$ cat src/rtl/clk_div_pkg.sv
// Shared types and constants for the clock-divider scheduler.
package clk_div_pkg;

  // RUN: no divisor waiting; PEND: a new divisor is held until the next period boundary.
  typedef enum logic {
    RUN  = 1'b0,
    PEND = 1'b1
  } sched_state_e;

  localparam int DIV_MIN = 1;

endpackage

$ cat src/rtl/clk_div_core.sv
// Half-period counter and output toggle for the clock divider.
// clk_out toggles every `div` cycles; `boundary` marks the last cycle of a
// high phase, the only place a new divisor may take effect. `hold` parks the
// counter at 0 with clk_out low.
module clk_div_core #(
  parameter int DIV_WIDTH = 8
) (
  input  logic                 clk_in,
  input  logic                 reset,
  input  logic [DIV_WIDTH-1:0] div,
  input  logic                 hold,
  output logic                 boundary,
  output logic                 clk_out,
  output logic                 rise_stb,
  output logic                 fall_stb
);

  logic [DIV_WIDTH-1:0] cnt_q, cnt_d;
  logic                 clk_out_q, clk_out_d;
  logic                 rise_stb_q, rise_stb_d;
  logic                 fall_stb_q, fall_stb_d;
  logic                 term_cnt;

  assign term_cnt = (cnt_q == (div - DIV_WIDTH'(1)));
  assign boundary = term_cnt && clk_out_q;

  // Next counter/toggle value; strobes follow the edge of clk_out being registered.
  always_comb begin
    cnt_d     = cnt_q;
    clk_out_d = clk_out_q;
    if (hold) begin
      cnt_d     = '0;
      clk_out_d = 1'b0;
    end else if (term_cnt) begin
      cnt_d     = '0;
      clk_out_d = ~clk_out_q;
    end else begin
      cnt_d = cnt_q + DIV_WIDTH'(1);
    end
    rise_stb_d = clk_out_d & ~clk_out_q;
    fall_stb_d = ~clk_out_d & clk_out_q;
  end

  // Counter, divided clock and edge strobes.
  always_ff @(posedge clk_in) begin
    if (reset) begin
      cnt_q      <= '0;
      clk_out_q  <= 1'b0;
      rise_stb_q <= 1'b0;
      fall_stb_q <= 1'b0;
    end else begin
      cnt_q      <= cnt_d;
      clk_out_q  <= clk_out_d;
      rise_stb_q <= rise_stb_d;
      fall_stb_q <= fall_stb_d;
    end
  end

  assign clk_out  = clk_out_q;
  assign rise_stb = rise_stb_q;
  assign fall_stb = fall_stb_q;

endmodule

$ cat src/rtl/clk_div_scheduler.sv
// Programmable clock divider with glitch-free divisor changes.
// A requested divisor is parked in a pending register and only applied at the
// end of a high phase, so neither phase is ever shortened.
// Optional feature: define CLK_DIV_GATE_EN to add gate_req/gate_ack, which stop
// clk_out low at a period boundary.
//
// state | meaning
// RUN   | no pending divisor, cfg_ready high
// PEND  | divisor held in pend_q, applied at the next period boundary
module clk_div_scheduler
  import clk_div_pkg::*;
#(
  parameter int DIV_WIDTH   = 8,
  parameter int DEFAULT_DIV = 4
) (
  input  logic                 clk_in,
  input  logic                 reset,
  input  logic                 cfg_valid,
  input  logic [DIV_WIDTH-1:0] cfg_div,
  output logic                 cfg_ready,
  output logic                 cfg_err,
  output logic                 cfg_done,
  output logic [DIV_WIDTH-1:0] cur_div,
  output logic                 clk_out,
  output logic                 rise_stb,
  output logic                 fall_stb
`ifdef CLK_DIV_GATE_EN
  ,
  input  logic                 gate_req,
  output logic                 gate_ack
`endif
);

  if ((DEFAULT_DIV < DIV_MIN) || (DEFAULT_DIV > ((2 ** DIV_WIDTH) - 1))) begin : g_bad_default_div
    $error("clk_div_scheduler: DEFAULT_DIV out of range for DIV_WIDTH");
  end

  localparam logic [DIV_WIDTH-1:0] DEF_DIV = DIV_WIDTH'(DEFAULT_DIV);

  sched_state_e         state_q, state_d;
  logic [DIV_WIDTH-1:0] pend_q, pend_d;
  logic [DIV_WIDTH-1:0] cur_div_q, cur_div_d;
  logic                 cfg_err_q, cfg_err_d;
  logic                 cfg_done_q, cfg_done_d;
  logic                 boundary;
  logic                 hold;

  clk_div_core #(
    .DIV_WIDTH(DIV_WIDTH)
  ) u_core (
    .clk_in  (clk_in),
    .reset   (reset),
    .div     (cur_div_q),
    .hold    (hold),
    .boundary(boundary),
    .clk_out (clk_out),
    .rise_stb(rise_stb),
    .fall_stb(fall_stb)
  );

  // Request capture in RUN, divisor swap at the boundary in PEND. A request
  // taken in a boundary cycle only reaches PEND afterwards, so it waits a period.
  always_comb begin
    state_d    = state_q;
    pend_d     = pend_q;
    cur_div_d  = cur_div_q;
    cfg_err_d  = 1'b0;
    cfg_done_d = 1'b0;
    case (state_q)
      RUN: begin
        if (cfg_valid) begin
          if (cfg_div != '0) begin
            pend_d  = cfg_div;
            state_d = PEND;
          end else begin
            cfg_err_d = 1'b1;
          end
        end
      end
      PEND: begin
        if (boundary) begin
          cur_div_d  = pend_q;
          pend_d     = '0;
          state_d    = RUN;
          cfg_done_d = 1'b1;
        end
      end
      default: state_d = RUN;
    endcase
  end

  // Scheduler state and registered handshake pulses.
  always_ff @(posedge clk_in) begin
    if (reset) begin
      state_q    <= RUN;
      pend_q     <= '0;
      cur_div_q  <= DEF_DIV;
      cfg_err_q  <= 1'b0;
      cfg_done_q <= 1'b0;
    end else begin
      state_q    <= state_d;
      pend_q     <= pend_d;
      cur_div_q  <= cur_div_d;
      cfg_err_q  <= cfg_err_d;
      cfg_done_q <= cfg_done_d;
    end
  end

`ifdef CLK_DIV_GATE_EN
  logic stopped_q, stopped_d;

  // Stop only at a boundary so the last high phase is full length; resume on release.
  always_comb begin
    stopped_d = stopped_q;
    if (!stopped_q && boundary && gate_req) begin
      stopped_d = 1'b1;
    end else if (stopped_q && !gate_req) begin
      stopped_d = 1'b0;
    end
  end

  // Gate state register.
  always_ff @(posedge clk_in) begin
    if (reset) begin
      stopped_q <= 1'b0;
    end else begin
      stopped_q <= stopped_d;
    end
  end

  assign hold     = stopped_q;
  assign gate_ack = stopped_q;
`else
  assign hold = 1'b0;
`endif

  assign cfg_ready = (state_q == RUN);
  assign cfg_err   = cfg_err_q;
  assign cfg_done  = cfg_done_q;
  assign cur_div   = cur_div_q;

endmodule
$ cat config.mk
export PLATFORM = sky130hd
export DESIGN_NAME = clk_div_scheduler
export DESIGN_NICKNAME = d
export VERILOG_FILES = /design/src/rtl/clk_div_pkg.sv /design/src/rtl/clk_div_core.sv /design/src/rtl/clk_div_scheduler.sv
export SDC_FILE = /design/constraint.sdc
export NUM_CORES = 1
export LEC_CHECK = 0
export ABC_CLOCK_PERIOD_IN_PS = 3600
export CORE_AREA = 2 2 67 69
export DETAILED_ROUTE_END_ITERATION = 10
export DIE_AREA = 0 0 69 71
export SLEW_MARGIN = 20
export SYNTH_ARGS = -nofsm -noshare
export SYNTH_HDL_FRONTEND = slang
export SYNTH_SLANG_ARGS = --single-unit
$ cat constraint.sdc
create_clock -name clk_in -period 3.6 [get_ports clk_in]
set_clock_uncertainty 0.2 [all_clocks]
set_input_delay 1.08 -clock clk_in [delete_from_list [all_inputs] [get_ports clk_in]]
set_output_delay 1.08 -clock clk_in [all_outputs]
set_load 0.03 [all_outputs]
# == Yosys cells after proc, flatten, opt, wreduce, memory -nomap -nowiden ==
# Cells that the tools add are included.
# word_totals
regBits,30
latchBits,0
ramBits,0
mem_bits_ro,0
n_memories,0
# op_classes
n_addsub,2
multipliers,0
div_mod_pow,0
n_lt_le_gt_ge,0
n_eq_ne,4
shift,0
n_mux,11
bitwise_logic,6
reduce_logical,7
# op_table
operator,count
$mux 8,3
$pmux 8 s2,1
$add 8x1->8 const B,1
$eq 8x8->1,1
$reduce_bool 8->1,1
$sub 8x1->8 const B,1
$mux 1,6
$ne 2x1->1 const B,2
$not 1->1,4
$reduce_or 2->1,2
$reduce_and 3->1,1
$reduce_or 3->1,1
$and 1x1->1,2
$ne 2x2->1 const B,1
$pmux 1 s2,1
$reduce_and 2->1,1
$logic_and 1x1->1,1

# == Longest topological paths before layout ==
# Gate-level depths: netlist of run 1.
# logic_depth
depth_word,5
ltp_mapped,13

# == By module ==
# Synthesis of run 1 repeated with hierarchy kept, for this count alone.
# unflattened
hier_cells,168
hier_area_um2,1522.7
# by_module_without_submodules
module,n_inst,cells_each,area_per_inst_um2,seq_area_each_um2
clk_div_scheduler,1,86,777.0,380.4
clk_div_core,1,82,745.7,220.2

# == Worst setup path before layout of run 1 ==
# Ideal clock, no wire load.
# synth_path
path_kind,register -> register
start,"register cur_div_q[0], in the netlist cur_div[0]"
end,register pend_q[0]
setup_time_ns,0.117
t_arrival_ns,2.957
slack_ns,0.326
stages_incl_launch_ff,14
path_buffers,3
path_cell_list,dfxtp_1 > buf_2 > inv_1 > ha_1 > clkbuf_2 > o21bai_1 > a211oi_1 > o21ai_0 > a211oi_4 > ha_1 > and2_1 > clkbuf_1 > nor3_1 > a22o_1
# synth_between
elab_chain_cells,5
# synth_lines
item,line,rtl
start: declaration,clk_div_scheduler.sv:42,"logic [DIV_WIDTH-1:0] cur_div_q, cur_div_d;"
start signal: assignment,clk_div_scheduler.sv:103,cur_div_q <= cur_div_d;
$sub 8x1->8,clk_div_core.sv:24,assign term_cnt = (cnt_q == (div - DIV_WIDTH'(1)));
$eq 8x8->1,clk_div_core.sv:24,
$logic_and 1x1->1,clk_div_core.sv:25,assign boundary = term_cnt && clk_out_q;
net boundary,clk_div_scheduler.sv:45,logic boundary;
$ne 2x1->1 (no source line),-,
$reduce_and 3->1 (no source line),-,
end signal: assignment,clk_div_scheduler.sv:102,pend_q <= pend_d;
end: declaration,clk_div_scheduler.sv:41,"logic [DIV_WIDTH-1:0] pend_q, pend_d;"
# The timed path passes the listed nets, and every way through them passes these cells.
# A chain may end at the register's enable or synchronous reset.

# == Worst setup path in the final report of run 1 ==
# layout_path
start,"register cur_div_q[0], in the netlist cur_div[0]"
end,register pend_q[6]
# The elaborated chain is that of the path after synthesis.

==> results by group, run 1 <==
Routing
  • Initial DRT Pass Iterations: 4
  • Drt wl/cell: 12.0 um
  • Mean number of vias per cell: 4.91
  • ANT nets after route: 0
  • Via count: 1168
  • Final Routed Wirelength: 2860 um
  • Initial DRC count: 109
  • Remaining DRCs: 0

Global routing
  • Antenna violations before repair: 0
  • Total GRT Usage: 0.128
  • Number of global-route vias before repair: 1088
  • First-pass GRT wire length: 5060 um
  • Congestion Overflow GR: 0
  • Largest net degree at the start of global routing: 21

Timing
  • Max-slew headroom: 0.689
  • FMAX: 336 MHz
  • Period utilization: 0.827
  • Slew Limit Fails: 0
  • Min Tclk post-route: 2.98 ns
  • TNS Setup: 0 ns
  • Fin. Hold Viols: 0
  • RSZ-0062 raised after global routing: false
  • Slew @ Worst Pin: 0.465 ns
  • Endpoints failing setup: 0

Placed design
  • RD Place Congestion: 0.813
  • Detailed placer's ending HPWL: 2090 um
  • Placed Instances: 230
  • Post-DP Area: 1680 um^2
  • I/O Buffers: 24

Setup path
  • Critical path fanouts, max: 9
  • R2R Setup Slk: 0.62 ns
  • R2r worst-path depth: 10
  • Startpoint types: flop
  • CP required: 3.57 ns
  • Critical path endpoint category: flop
  • Reg2reg start: cur_div[0]
  • Critical R2R Capture: pend_q[6]
  • Critical path arrival: 2.94 ns
  • Worst setup path class: flop to flop

Synthesis
  • Syn avg cell area: 8.67 um^2
  • Register bit count reported by yosys: 30
  • Post-synth ARST share: 0
  • Cell count after synthesis: 161
  • Area leader, netlist: dfxtp_1
  • Yosys top cell area share: 0.430
  • Top_reg_cell synth: dfxtp_1
  • Post-Syn Nets: 177
  • Post-synth EDFFs: 0
  • Ys Warns: 0
  • Sequential share of the synthesized area: 0.430
  • Largest cells by area after synthesis: dfxtp_1 43%, nand2_1 7.0%, xnor2_1 6.3%, a21oi_1 5.7%, ha_1 4.5%
  • Mapped cell area: 1400 um^2
  • Cell variety after synth: 35

Layout
  • Finished Cell Area: 1770 um^2
  • Non-Filler Instances: 238
  • Nets: 201
  • P&R area growth vs syn: 26.7%
  • Antenna diodes: 0
  • Layout cells sized above 1: 0.0645

Power
  • Pwr Density: 389 nW/um^2
  • Logic gate share of total power: 0.093
  • Cell Int Power: 0.000530 W
  • Maximum vdd ir drop: 0.257 mV
  • P_leak: 0.633 nW
  • Net Sw Frac: 0.230
  • Power Total: 0.000689 W
  • Clock network power share: 0.390
  • Flop pwr share: 0.517
  • Switching power: 0.000159 W

Min path
  • Hold worst-path end: cur_div[7]
  • Worst min path class: flop to flop
  • HP Start: pend_q[7]
  • Worst hold path depth: 2

CTS
  • Hold Buf Count CTS: 0
  • Clock sink count: 30
  • CTS clk-pin slew, worst paths: 0.06 ns
  • CTS max path bufs: 2
  • CTS tree: done
  • Post-CTS setup buffers: 0
  • Worst-Skew Late Latency: 0.27 ns
  • H-tree depth: 2
  • # resized after CTS: 0
  • CTS root buf: clkbuf_8
  • CTS buffer count: 5

Die
  • Die W: 69 um
  • CORE AREA: 4200 um^2
  • Total I/O pin count: 25
  • Row Count: 24
  • Die ar.: 4900 um^2
  • Initial core utilization: 0.332
  • Die H: 71 um

Job
  • Max cap viols: 0

Outcome
  • Outcome: finished clean
logic make-up after synthesis:
logic type | after synthesis | synth area share
compound gates | 28 | 0.135
xor+xnor | 15 | 0.0942
fa+ha+maj | 5 | 0.0448
buf+inv | 13 | 0.0385
flops | 30 | 0.430
simple gates | 70 | 0.257
stage by stage:
step                       util  setup slack [ns]  hold slack, ns
after floorplan               -             0.326           0.232
after global placement    0.399             0.594           0.242
after detailed placement  0.399             0.642           0.246
after CTS                 0.421             0.606           0.257
after global routing      0.421             0.286           0.281
final                     0.421             0.622           0.252
area by class of cell:
class | count | area, um^2
fillers | 444 | 2440
multi-input cells | 118 | 741
flip-flops and latches | 30 | 601
repair buffers | 26 | 255
clock buffers | 7 | 86.3
well taps | 52 | 65.1
inverters | 4 | 15.0
clock inverters | 1 | 5.00
sequential cells by signal, summed over array words and instances (netlist names):
name             count
cfg_done             1
cfg_err              1
cur_div              8
pend_q               8
state_q              1
u_core.clk_out       1
u_core.cnt_q         8
u_core.fall_stb      1
u_core.rise_stb      1
critical path: stages, from the launching register on:
cell      delay [ns]
dfxtp_1         0.48
inv_1           0.08
ha_1            0.31
o21bai_1        0.20
a211oi_1        0.23
o21ai_0         0.18
a211oi_4        0.28
ha_1            0.22
and2_1          0.32
nor3_1          0.13
a22o_1          0.25
per-layer routing:
metal  vias up  wire (um)  global-route usage
met5         -          0                   0
met3         6        120              0.0385
met4         0         52              0.0566
met1       523       1360               0.164
li1        607          -                   -
met2        32       1330               0.198
worst max-delay path by stage:
stage,start,to,slack (ns),depth (start not counted)
after floorplan,cur_div[0],pend_q[0],0.33,13
after global routing,cur_div[0],pend_q[0],0.29,10
after global placement,cur_div[0],pend_q[6],0.59,10
after CTS,cur_div[0],pend_q[6],0.61,10
after detailed placement,cur_div[0],pend_q[6],0.64,10
final,cur_div[0],pend_q[6],0.62,10
synth_stat cells, drive strengths merged, types with 2 or more instances:
master / instances
ha: 5
nor2: 6
nor3: 11
nor2b: 2
clkbuf: 5
a21oi: 16
a211oi: 2
o21ai: 2
xor2: 5
nand3: 10
nor3b: 2
nand2b: 3
xnor2: 10
buf: 4
inv: 4
dfxtp: 30
nand2: 26
nor4: 3
a22o: 3
a41oi: 2
power groups by stage:
stage	clock, W	sequential (W)	combinational [W]
global placement	0	0.000363	0.0000634
floorplan	0	0.000362	0.0000378
CTS	0.000280	0.000356	0.0000642
global route	0.000296	0.000358	0.0000714
finish	0.000269	0.000356	0.0000638
detailed placement	0	0.000363	0.0000639
cells in the final DEF (no fill, tap or decap), types with 3 or more instances in the layout:
master and count:
nand2_1 26, xnor2_1 10, xor2_1 5, a22o_1 3
nor3_1 11, nand2b_1 3, nand3_1 10, ha_1 5
inv_1 4, nor2_1 6, dfxtp_1 30, clkbuf_8 6
a21oi_1 16, clkdlybuf4s50_1 24
No activity file was read; power rests on OpenSTA's default activity.
==> inputs of run 2 (changes only) <==
Settings changed: ABC_CLOCK_PERIOD_IN_PS 3600 to 2500.
Clock period 3.6 ns to 2.5 ns, I/O delays scaled along.
==> run 2 against run 1 <==
Net effect:
- sequential share of layout area down 1.9 points
- sequential cell count did not move
- final cell count rose by 4.2%
- design area rose by 7.4%
- combinational power increased by 60%
- non-clock buffer count increased by 10
- routed wire length is 14% higher
- largest power group unchanged
==> results by group, run 2 (same netlist as run 1, synthesis figures left out) <==
Outcome
  • Outcome: finished clean

Setup path
  • Worst setup path class: flop to output port
  • Critical path fanouts, max: 7
  • Critical path endpoint category: output port
  • Crit path largest cell delay: 0.72 ns
  • Critical path's top delay family: buffers and inverters
  • CP cell instances: clkdlybuf4s50_1
  • CP required: 1.55 ns
  • Critical path arrival: 1.46 ns
  • R2R Setup Slk: 0.15 ns
  • Worst path bufs/invs: 1
  • Startpoint types: flop
  • Critical Path Slowest Stage Cell: clkdlybuf4s50_1

Power
  • Flop pwr share: 0.509
  • Pwr Density: 528 nW/um^2
  • P_leak: 0.692 nW
  • Cell Int Power: 0.000765 W
  • Logic gate share of total power: 0.101
  • Net Sw Frac: 0.236
  • Maximum vdd ir drop: 0.319 mV
  • Clock network power share: 0.390
  • Switching power: 0.000236 W

Die
  • Die ar.: 4900 um^2
  • Row Count: 24
  • CORE AREA: 4200 um^2
  • Initial core utilization: 0.332
  • Total I/O pin count: 25
  • Die H: 71 um
  • Die W: 69 um

Timing
  • Period utilization: 0.963
  • Fin. Hold Viols: 0
  • Slew Limit Fails: 0
  • Max-slew headroom: 0.637
  • Final WS setup: 0.0934 ns
  • Endpoints failing setup: 0
  • Slew @ Worst Pin: 0.545 ns
  • Min Tclk post-route: 2.41 ns
  • RSZ-0062 raised after global routing: false
  • TNS Setup: 0 ns
  • FMAX: 416 MHz

Global routing
  • Antenna violations before repair: 0
  • Number of global-route vias before repair: 1182
  • First-pass GRT wire length: 5490 um
  • Congestion Overflow GR: 0
  • Total GRT Usage: 0.138
  • Largest net degree at the start of global routing: 17

Routing
  • Initial DRT Pass Iterations: 4
  • Initial DRC count: 51
  • Mean number of vias per cell: 4.95
  • Via count: 1228
  • Remaining DRCs: 0
  • Drt wl/cell: 13.2 um
  • Final Routed Wirelength: 3270 um
  • ANT nets after route: 0

CTS
  • CTS clk-pin slew, worst paths: 0.06 ns
  • Clock sink count: 30
  • H-tree depth: 2
  • Hold Buf Count CTS: 0
  • CTS root buf: clkbuf_8
  • CTS buffer count: 5
  • CTS max path bufs: 2
  • CTS tree: done
  • Worst-Skew Late Latency: 0.28 ns

Placed design
  • Detailed placer's ending HPWL: 2460 um
  • I/O Buffers: 24
  • Placed Instances: 236
  • Pre-CTS setup slack: -0.00570 ns
  • Post-DP Area: 1770 um^2
  • RD Place Congestion: 0.875

Layout
  • Nets: 211
  • P&R area growth vs syn: 36.1%
  • Antenna diodes: 0
  • Finished Cell Area: 1900 um^2
  • Commonest non-fill, non-tap cell in the layout: dfxtp_1
  • Layout fillers: 426
  • Most frequent cells in the layout: 27 x dfxtp_1, 26 x nand2_1, 23 x clkdlybuf4s50_1, 16 x a21oi_1, 12 x buf_4
  • Non-Filler Instances: 248
  • Layout cells sized above 1: 0.168

Min path
  • Worst min path class: flop to flop

Job
  • Max cap viols: 0
run 2: changes by cell type in the layout (fill, tap and decap cells not counted), moves of 2 or more:
cell	delta
ha_1	-2
buf_4	+10
dfxtp_1	-3
dfxtp_4	+2
run 2: routing by layer:
layer	up-vias	wire [um]	track usage
li1	625	-	-
met1	576	1470	0.169
met2	22	1630	0.237
met3	5	118	0.0370
met4	0	42	0.0458
met5	-	0	0
run 2: final timing paths:
check | start | to | cells past startpoint
max | cur_div[6] | cur_div[6] | 1
min | pend_q[6] | cur_div[6] | 2
max reg2reg | cur_div[1] | pend_q[1] | 10
min reg2reg | pend_q[6] | cur_div[6] | 2
run 2: power by group through the flow:
stage	combinational (W)	clock, W	sequential [W]
after detailed placement	0.000101	0	0.000520
after global placement	0.0000986	0	0.000519
after global routing	0.000114	0.000429	0.000512
after CTS	0.000102	0.000406	0.000510
after floorplan	0.0000578	0	0.000519
final	0.000102	0.000390	0.000510
run 2: timing repair:
item                                    CTS  global route
setup buffers                             0             4
resized for setup                         1             2
pin swaps                                 0             4
endpoints found under the setup margin    1             4
run 2: cell type report:
class | count | area [um^2] | share of cell area
tap | 52 | 65.1 | 0.0343
timing repair buffer | 36 | 329 | 0.173
multi-input combinational | 118 | 788 | 0.415
sequential | 30 | 609 | 0.321
clock buffer | 7 | 86.3 | 0.0455
clock inverter | 1 | 5.00 | 0.00264
inverter | 4 | 15.0 | 0.00791
run 2: stage by stage:
step	util	hold WS (ns)	power, W
after floorplan	-	0.222	0.000576
after global placement	0.421	0.251	0.000618
after detailed placement	0.421	0.250	0.000622
after CTS	0.443	0.258	0.00102
after global routing	0.451	0.281	0.00105
final	0.451	0.262	0.00100
